## src/rtl/mem_stage.sv

```systemverilog
// ============================================================================
// Module   : mem_stage
// Purpose  : MIPS memory-access pipeline stage; waits for the load response,
//            extracts/extends loaded data, forwards results to decode and
//            discards responses that belong to flushed instructions.
//            Optional build macro: MS_LOAD_FWD_EN (forward load data in the
//            data_ok cycle instead of one cycle later).
// Revision : 1.0 - initial release
// ============================================================================
`default_nettype none

module mem_stage #(
    parameter int EXB_WD = 80
) (
    input  logic                clk,
    input  logic                resetn,
    input  logic                es_to_ms_valid,
    output logic                ms_allowin,
    input  logic [EXB_WD+77:0]  es_to_ms_bus,
    input  logic                ws_allowin,
    output logic                ms_to_ws_valid,
    output logic [EXB_WD+69:0]  ms_to_ws_bus,
    input  logic                data_sram_data_ok,
    input  logic [31:0]         data_sram_rdata,
    input  logic                ws_ex,
    output logic                ms_fwd_valid,
    output logic [4:0]          ms_fwd_dest,
    output logic [31:0]         ms_fwd_data,
    output logic                ms_load_wait
);

    // The packed fields occupy the low EXB_WD+77 bits; the top bit is spare.
    localparam int BUS_WD = EXB_WD + 77;

    logic              r_ms_valid;
    logic [BUS_WD-1:0] r_ms_bus;
    logic              r_data_rcvd;
    logic [31:0]       r_rdata;
    logic [1:0]        r_discard_cnt;

    logic [EXB_WD-1:0] w_exb;
    logic              w_mem_req;
    logic              w_res_from_mem;
    logic              w_ld_sign;
    logic [1:0]        w_ld_size;
    logic [1:0]        w_addr_low;
    logic              w_gr_we;
    logic [4:0]        w_dest;
    logic [31:0]       w_alu_result;
    logic [31:0]       w_pc;
    logic              w_unused_spare;

    logic              w_resp_hit;
    logic              w_drop;
    logic              w_flush_inc;
    logic              w_ready_go;
    logic [31:0]       w_ld_data;
    logic [31:0]       w_final_result;

    assign w_pc           = r_ms_bus[31:0];
    assign w_alu_result   = r_ms_bus[63:32];
    assign w_dest         = r_ms_bus[68:64];
    assign w_gr_we        = r_ms_bus[69];
    assign w_addr_low     = r_ms_bus[71:70];
    assign w_ld_size      = r_ms_bus[73:72];
    assign w_ld_sign      = r_ms_bus[74];
    assign w_res_from_mem = r_ms_bus[75];
    assign w_mem_req      = r_ms_bus[76];
    assign w_exb          = r_ms_bus[BUS_WD-1:77];
    assign w_unused_spare = es_to_ms_bus[EXB_WD+77];

    function automatic logic [31:0] ld_extract(
        input logic [31:0] d,
        input logic [1:0]  size,
        input logic [1:0]  alow,
        input logic        sgn
    );
        logic [31:0] sh;
        logic [15:0] h;
        sh = d >> {alow, 3'b000};
        h  = alow[1] ? d[31:16] : d[15:0];
        case (size)
            2'b00:   ld_extract = {{24{sgn & sh[7]}}, sh[7:0]};
            2'b01:   ld_extract = {{16{sgn & h[15]}}, h};
            default: ld_extract = d;
        endcase
    endfunction

    // A response is ours only once every older flushed response has drained.
    assign w_resp_hit  = data_sram_data_ok && (r_discard_cnt == 2'd0) && r_ms_valid
                         && w_mem_req && !r_data_rcvd;
    assign w_drop      = data_sram_data_ok && (r_discard_cnt != 2'd0);
    assign w_flush_inc = ws_ex && r_ms_valid && w_mem_req && !r_data_rcvd && !w_resp_hit;

    assign w_ready_go     = !w_mem_req || r_data_rcvd || w_resp_hit;
    assign ms_allowin     = !r_ms_valid || (w_ready_go && ws_allowin);
    assign ms_to_ws_valid = r_ms_valid && w_ready_go;

    assign w_ld_data      = w_resp_hit ? data_sram_rdata : r_rdata;
    assign w_final_result = w_res_from_mem
                            ? ld_extract(w_ld_data, w_ld_size, w_addr_low, w_ld_sign)
                            : w_alu_result;

    assign ms_to_ws_bus = {w_exb, w_gr_we, w_dest, w_final_result, w_pc};
    assign ms_fwd_dest  = (r_ms_valid && w_gr_we) ? w_dest : 5'd0;

`ifdef MS_LOAD_FWD_EN
    assign ms_fwd_valid = r_ms_valid && w_gr_we && (!w_res_from_mem || r_data_rcvd || w_resp_hit);
    assign ms_fwd_data  = w_final_result;
    assign ms_load_wait = r_ms_valid && w_res_from_mem && !r_data_rcvd && !w_resp_hit;
`else
    assign ms_fwd_valid = r_ms_valid && w_gr_we && (!w_res_from_mem || r_data_rcvd);
    assign ms_fwd_data  = w_res_from_mem
                          ? ld_extract(r_rdata, w_ld_size, w_addr_low, w_ld_sign)
                          : w_alu_result;
    assign ms_load_wait = r_ms_valid && w_res_from_mem && !r_data_rcvd;
`endif

    always_ff @(posedge clk) begin
        if (!resetn) begin
            r_ms_valid    <= 1'b0;
            r_ms_bus      <= '0;
            r_data_rcvd   <= 1'b0;
            r_rdata       <= 32'd0;
            r_discard_cnt <= 2'd0;
        end else begin
            if (ws_ex) begin
                r_ms_valid <= 1'b0;
            end else if (ms_allowin) begin
                r_ms_valid <= es_to_ms_valid;
            end

            if (es_to_ms_valid && ms_allowin && !ws_ex) begin
                r_ms_bus <= es_to_ms_bus[BUS_WD-1:0];
            end

            if (ws_ex || ms_allowin) begin
                r_data_rcvd <= 1'b0;
            end else if (w_resp_hit) begin
                r_data_rcvd <= 1'b1;
            end

            if (w_resp_hit) begin
                r_rdata <= data_sram_rdata;
            end

            // Flush of a pending access and drop of a stale response cancel out.
            case ({w_flush_inc, w_drop})
                2'b10: if (r_discard_cnt != 2'd3) r_discard_cnt <= r_discard_cnt + 2'd1;
                2'b01: r_discard_cnt <= r_discard_cnt - 2'd1;
                default: r_discard_cnt <= r_discard_cnt;
            endcase
        end
    end

endmodule

`default_nettype wire

```

## config.mk

```make
export PLATFORM = sky130hd
export DESIGN_NAME = mem_stage
export DESIGN_NICKNAME = d
export VERILOG_FILES = /design/src/rtl/mem_stage.sv
export SDC_FILE = /design/constraint.sdc
export NUM_CORES = 1
export LEC_CHECK = 0
export BUFFER_PORTS_ARGS = -buffer_cell sky130_fd_sc_hd__clkbuf_2
export CAP_MARGIN = 20
export CORE_AREA = 2 2 152 154
export CTS_CLUSTER_DIAMETER = 30
export DETAILED_ROUTE_END_ITERATION = 6
export DIE_AREA = 0 0 154 156
export PLACE_DENSITY = 0.78
export SLEW_MARGIN = 15
export SYNTH_ARGS = -nofsm -noshare
export SYNTH_HDL_FRONTEND = slang
export SYNTH_SLANG_ARGS = --single-unit
```

## constraint.sdc

```tcl
create_clock -name clk -period 4 [get_ports clk]
set_input_delay 0.6 -clock clk [delete_from_list [all_inputs] [get_ports clk]]
set_output_delay 0.6 -clock clk [all_outputs]
set_load 0.01 [all_outputs]
```

==> flow_summary_export.csv <==
group,metric,value,unit
final_layout,final_cells,1830,
timing,fin_crit_sh,89.0,%
worst_setup_path,critPathKind,"reg2out",
clock_tree,root_buffer,"clkbuf_16",
placed_design,gp_congestion,0.917,
logic_synthesis,synth_seq_area_share,35.7,%
logic_synthesis,netlist-cell-type-count,52,
final_layout,final_util,56.0,%
pwr,ir_drop,247,µV
clock_tree,clock_path_buffers,2,
grt,grt_max_degree,150,
final_layout,nNetsFinal,1722,
floorplanning,fp.dieW,154,µm
floorplanning,fp-row-count,55,
worst_setup_path,r2r_slack,1.50,ns
grt,globalRouteOverflowTotal,0,
timing,hold_viol_final,0,
drt,dr.pass1.iters,5,
pwr,power_density,368,nW/µm²
logic_synthesis,ys_async_sr_fraction,0,%
final_layout,drive_above_1_share,30.7,%
logic_synthesis,synthFlopType,"dfxtp_1",
clock_tree,clk_pin_slew,0.08,ns
clock_tree,clock_sinks,193,
final_layout,final_common_cell,"clkbuf_2",
drt,routed_wl,31600,µm
timing,tightestPinTransition,0.991,ns
grt,grt_pass1_wl,48700,µm
drt,drc,0,
timing,period_needed,3.56,ns
logic_synthesis,ys_ff_latch,193,
logic_synthesis,synth_edf_count,0,
worst_hold_path,worstHoldPathType,"in2reg",
grt,antenna_found_initial,8,
floorplanning,ios,387,
timing,clock_skew,0.0160,ns
drt,initialDrtViolationCount,772,
placed_design,pre_cts_ws,0.646,ns
drt,ant_nets,0,
logic_synthesis,netlist_area,10800,µm²
placed_design,dp_hpwl,23300,µm
worst_setup_path,crit_path_end_kind,"output port",
clock_tree,h-tree-depth,4,
logic_synthesis,syn-num-nets,1514,
timing,setup_violations,0,
worst_setup_path,required,3.40,ns
timing,max_slew_margin,34.0,%
placed_design,io_buffers,385,
timing,fin_setup_tns,0,ns
timing,rsz0062_at_grt,"no",
flow_run,timing.max_cap.violations,0,
logic_synthesis,syn_area_per_cell,8.20,µm²
pwr,power,4.61,mW
pwr,p_leak,5.65,nW
timing,drv_slew,0,
floorplanning,core_area,22400,µm²
floorplanning,initial_core_util,48.4,%
grt,first_global_vias,9194,
final_layout,final_cell_mix,"384 x clkbuf_2, 380 x nand2_1, 192 x dfxtp_1",
clock_tree,hold_buffers,0,
clock_tree,cts_inserted_buffers,17,
worst_setup_path,crit_path_max_fanout,17,
logic_synthesis,synthCells,1318,
clock_tree,post_cts_buffers,0,
clock_tree,clkLatencyLatePin,0.43,ns
final_layout,syn2layout_area_growth,15.9,%
worst_setup_path,arrival,2.96,ns
timing,layout_setup_ws,0.441,ns
drt,num_vias,9794,
placed_design,dp.cells,1792,
logic_synthesis,yosys_warnings,0,
floorplanning,die_area,24000,µm²
drt,post_drt_wl_per_cell,17.2,µm
timing,max_freq,0.281,GHz
final_layout,nFillCells,2076,
worst_setup_path,start_kind,"register",
outcome,status,"finished clean",
grt,grt_usage,25.4,%
drt,viasPerCell,5.35,
clock_tree,cts_resized,0,
clock_tree,cts_tree,"built",
floorplanning,die_h,156,µm
[final cells by class]
class | instances | area [µm²] | area share [%]
diodes | 6 | 15.0 | 0.120
clock buffers | 18 | 429 | 3.43
clock inverters | 14 | 193 | 1.54
inverters | 9 | 33.8 | 0.270
multi-input cells | 897 | 5460 | 43.6
flip-flops and latches | 193 | 3860 | 30.8
well taps | 285 | 357 | 2.85
repair buffers | 408 | 2170 | 17.3
[layer usage]
metal	GRT usage [%]	part of all wire [%]
met4	10.9	3.2
met2	41.7	47
met3	7.14	8.7
met5	0	0.070
met1	31.1	41
[per-stage QoR]
step,hold slack [ns],cell area (µm²)
2_1_floorplan,0.430,10800
3_3_place_gp,0.441,11900
3_5_place_dp,0.446,11900
4_1_cts,0.370,12500
5_1_grt,0.367,12500
6_report,0.382,12500
[critical path: stages, from the launching register on]
cell and delay, ns:
dfxtp_1 0.51, nand3b_1 0.34, buf_4 0.32, o21ai_0 0.21, nand4_1 0.25, buf_4 0.31, a41oi_1 0.38, clkbuf_2 0.21
[Yosys cell counts (4+ instances only)]
library cell / instances / area [µm²]
buf_8: 14 / 210
and3b_1: 4 / 35.0
nand2_1: 380 / 1430
dfxtp_1: 193 / 3860
nor2_1: 35 / 131
a22oi_1: 6 / 45.0
and2_1: 18 / 113
and3_1: 6 / 37.5
o22ai_1: 19 / 119
mux2i_1: 174 / 1740
nand3_1: 18 / 90.1
a21oi_1: 50 / 250
a221oi_1: 18 / 158
o21a_1: 5 / 37.5
a31oi_1: 11 / 68.8
nor2b_1: 37 / 231
buf_1: 4 / 15.0
inv_1: 9 / 33.8
a41oi_1: 8 / 70.1
a31o_2: 5 / 43.8
clkbuf_1: 72 / 270
mux2_2: 8 / 90.1
o21ai_0: 35 / 175
mux4_2: 8 / 180
buf_4: 124 / 931
nor3_1: 4 / 20.0
nand2b_1: 13 / 81.3
[where the power goes]
| group | leakage [nW] | total (mW) | internal [mW] | switching, mW |
|---|---|---|---|---|
| Clock | 0.303 | 1.81 | 0.962 | 0.846 |
| Combinational | 3.77 | 0.730 | 0.312 | 0.417 |
| Sequential | 1.57 | 2.07 | 2.00 | 0.0651 |
[state kept, by name (all words and copies together) (netlist names)]
| name | count |
|---|---|
| r_data_rcvd | 1 |
| r_discard_cnt | 2 |
| r_ms_bus | 157 |
| r_ms_valid | 1 |
| r_rdata | 32 |
[worst paths after layout]
path                                          to  cells past startpoint              start
worst min-delay path               r_ms_bus[111]                      3  es_to_ms_bus[111]
worst min register to register      r_ms_bus[25]                      2       r_ms_bus[25]
worst max-delay path            ms_to_ws_bus[60]                      7         r_ms_valid
worst max register to register     r_ms_bus[149]                      6   r_discard_cnt[0]
[cells by family (layout without fill, tap and decap cells)]
logic type	Yosys count	in the layout	synth area share [%]
AND/OR/NAND/NOR	527	527	21.0
AO/OA/AOI/OAI	179	179	10.7
XOR/XNOR	1	1	0.0810
flip-flops	193	193	35.7
multiplexers	190	190	18.6
other	0	6	0
buffers and inverters	228	449	13.8
Note: power is estimated with default switching activity, not from simulation.
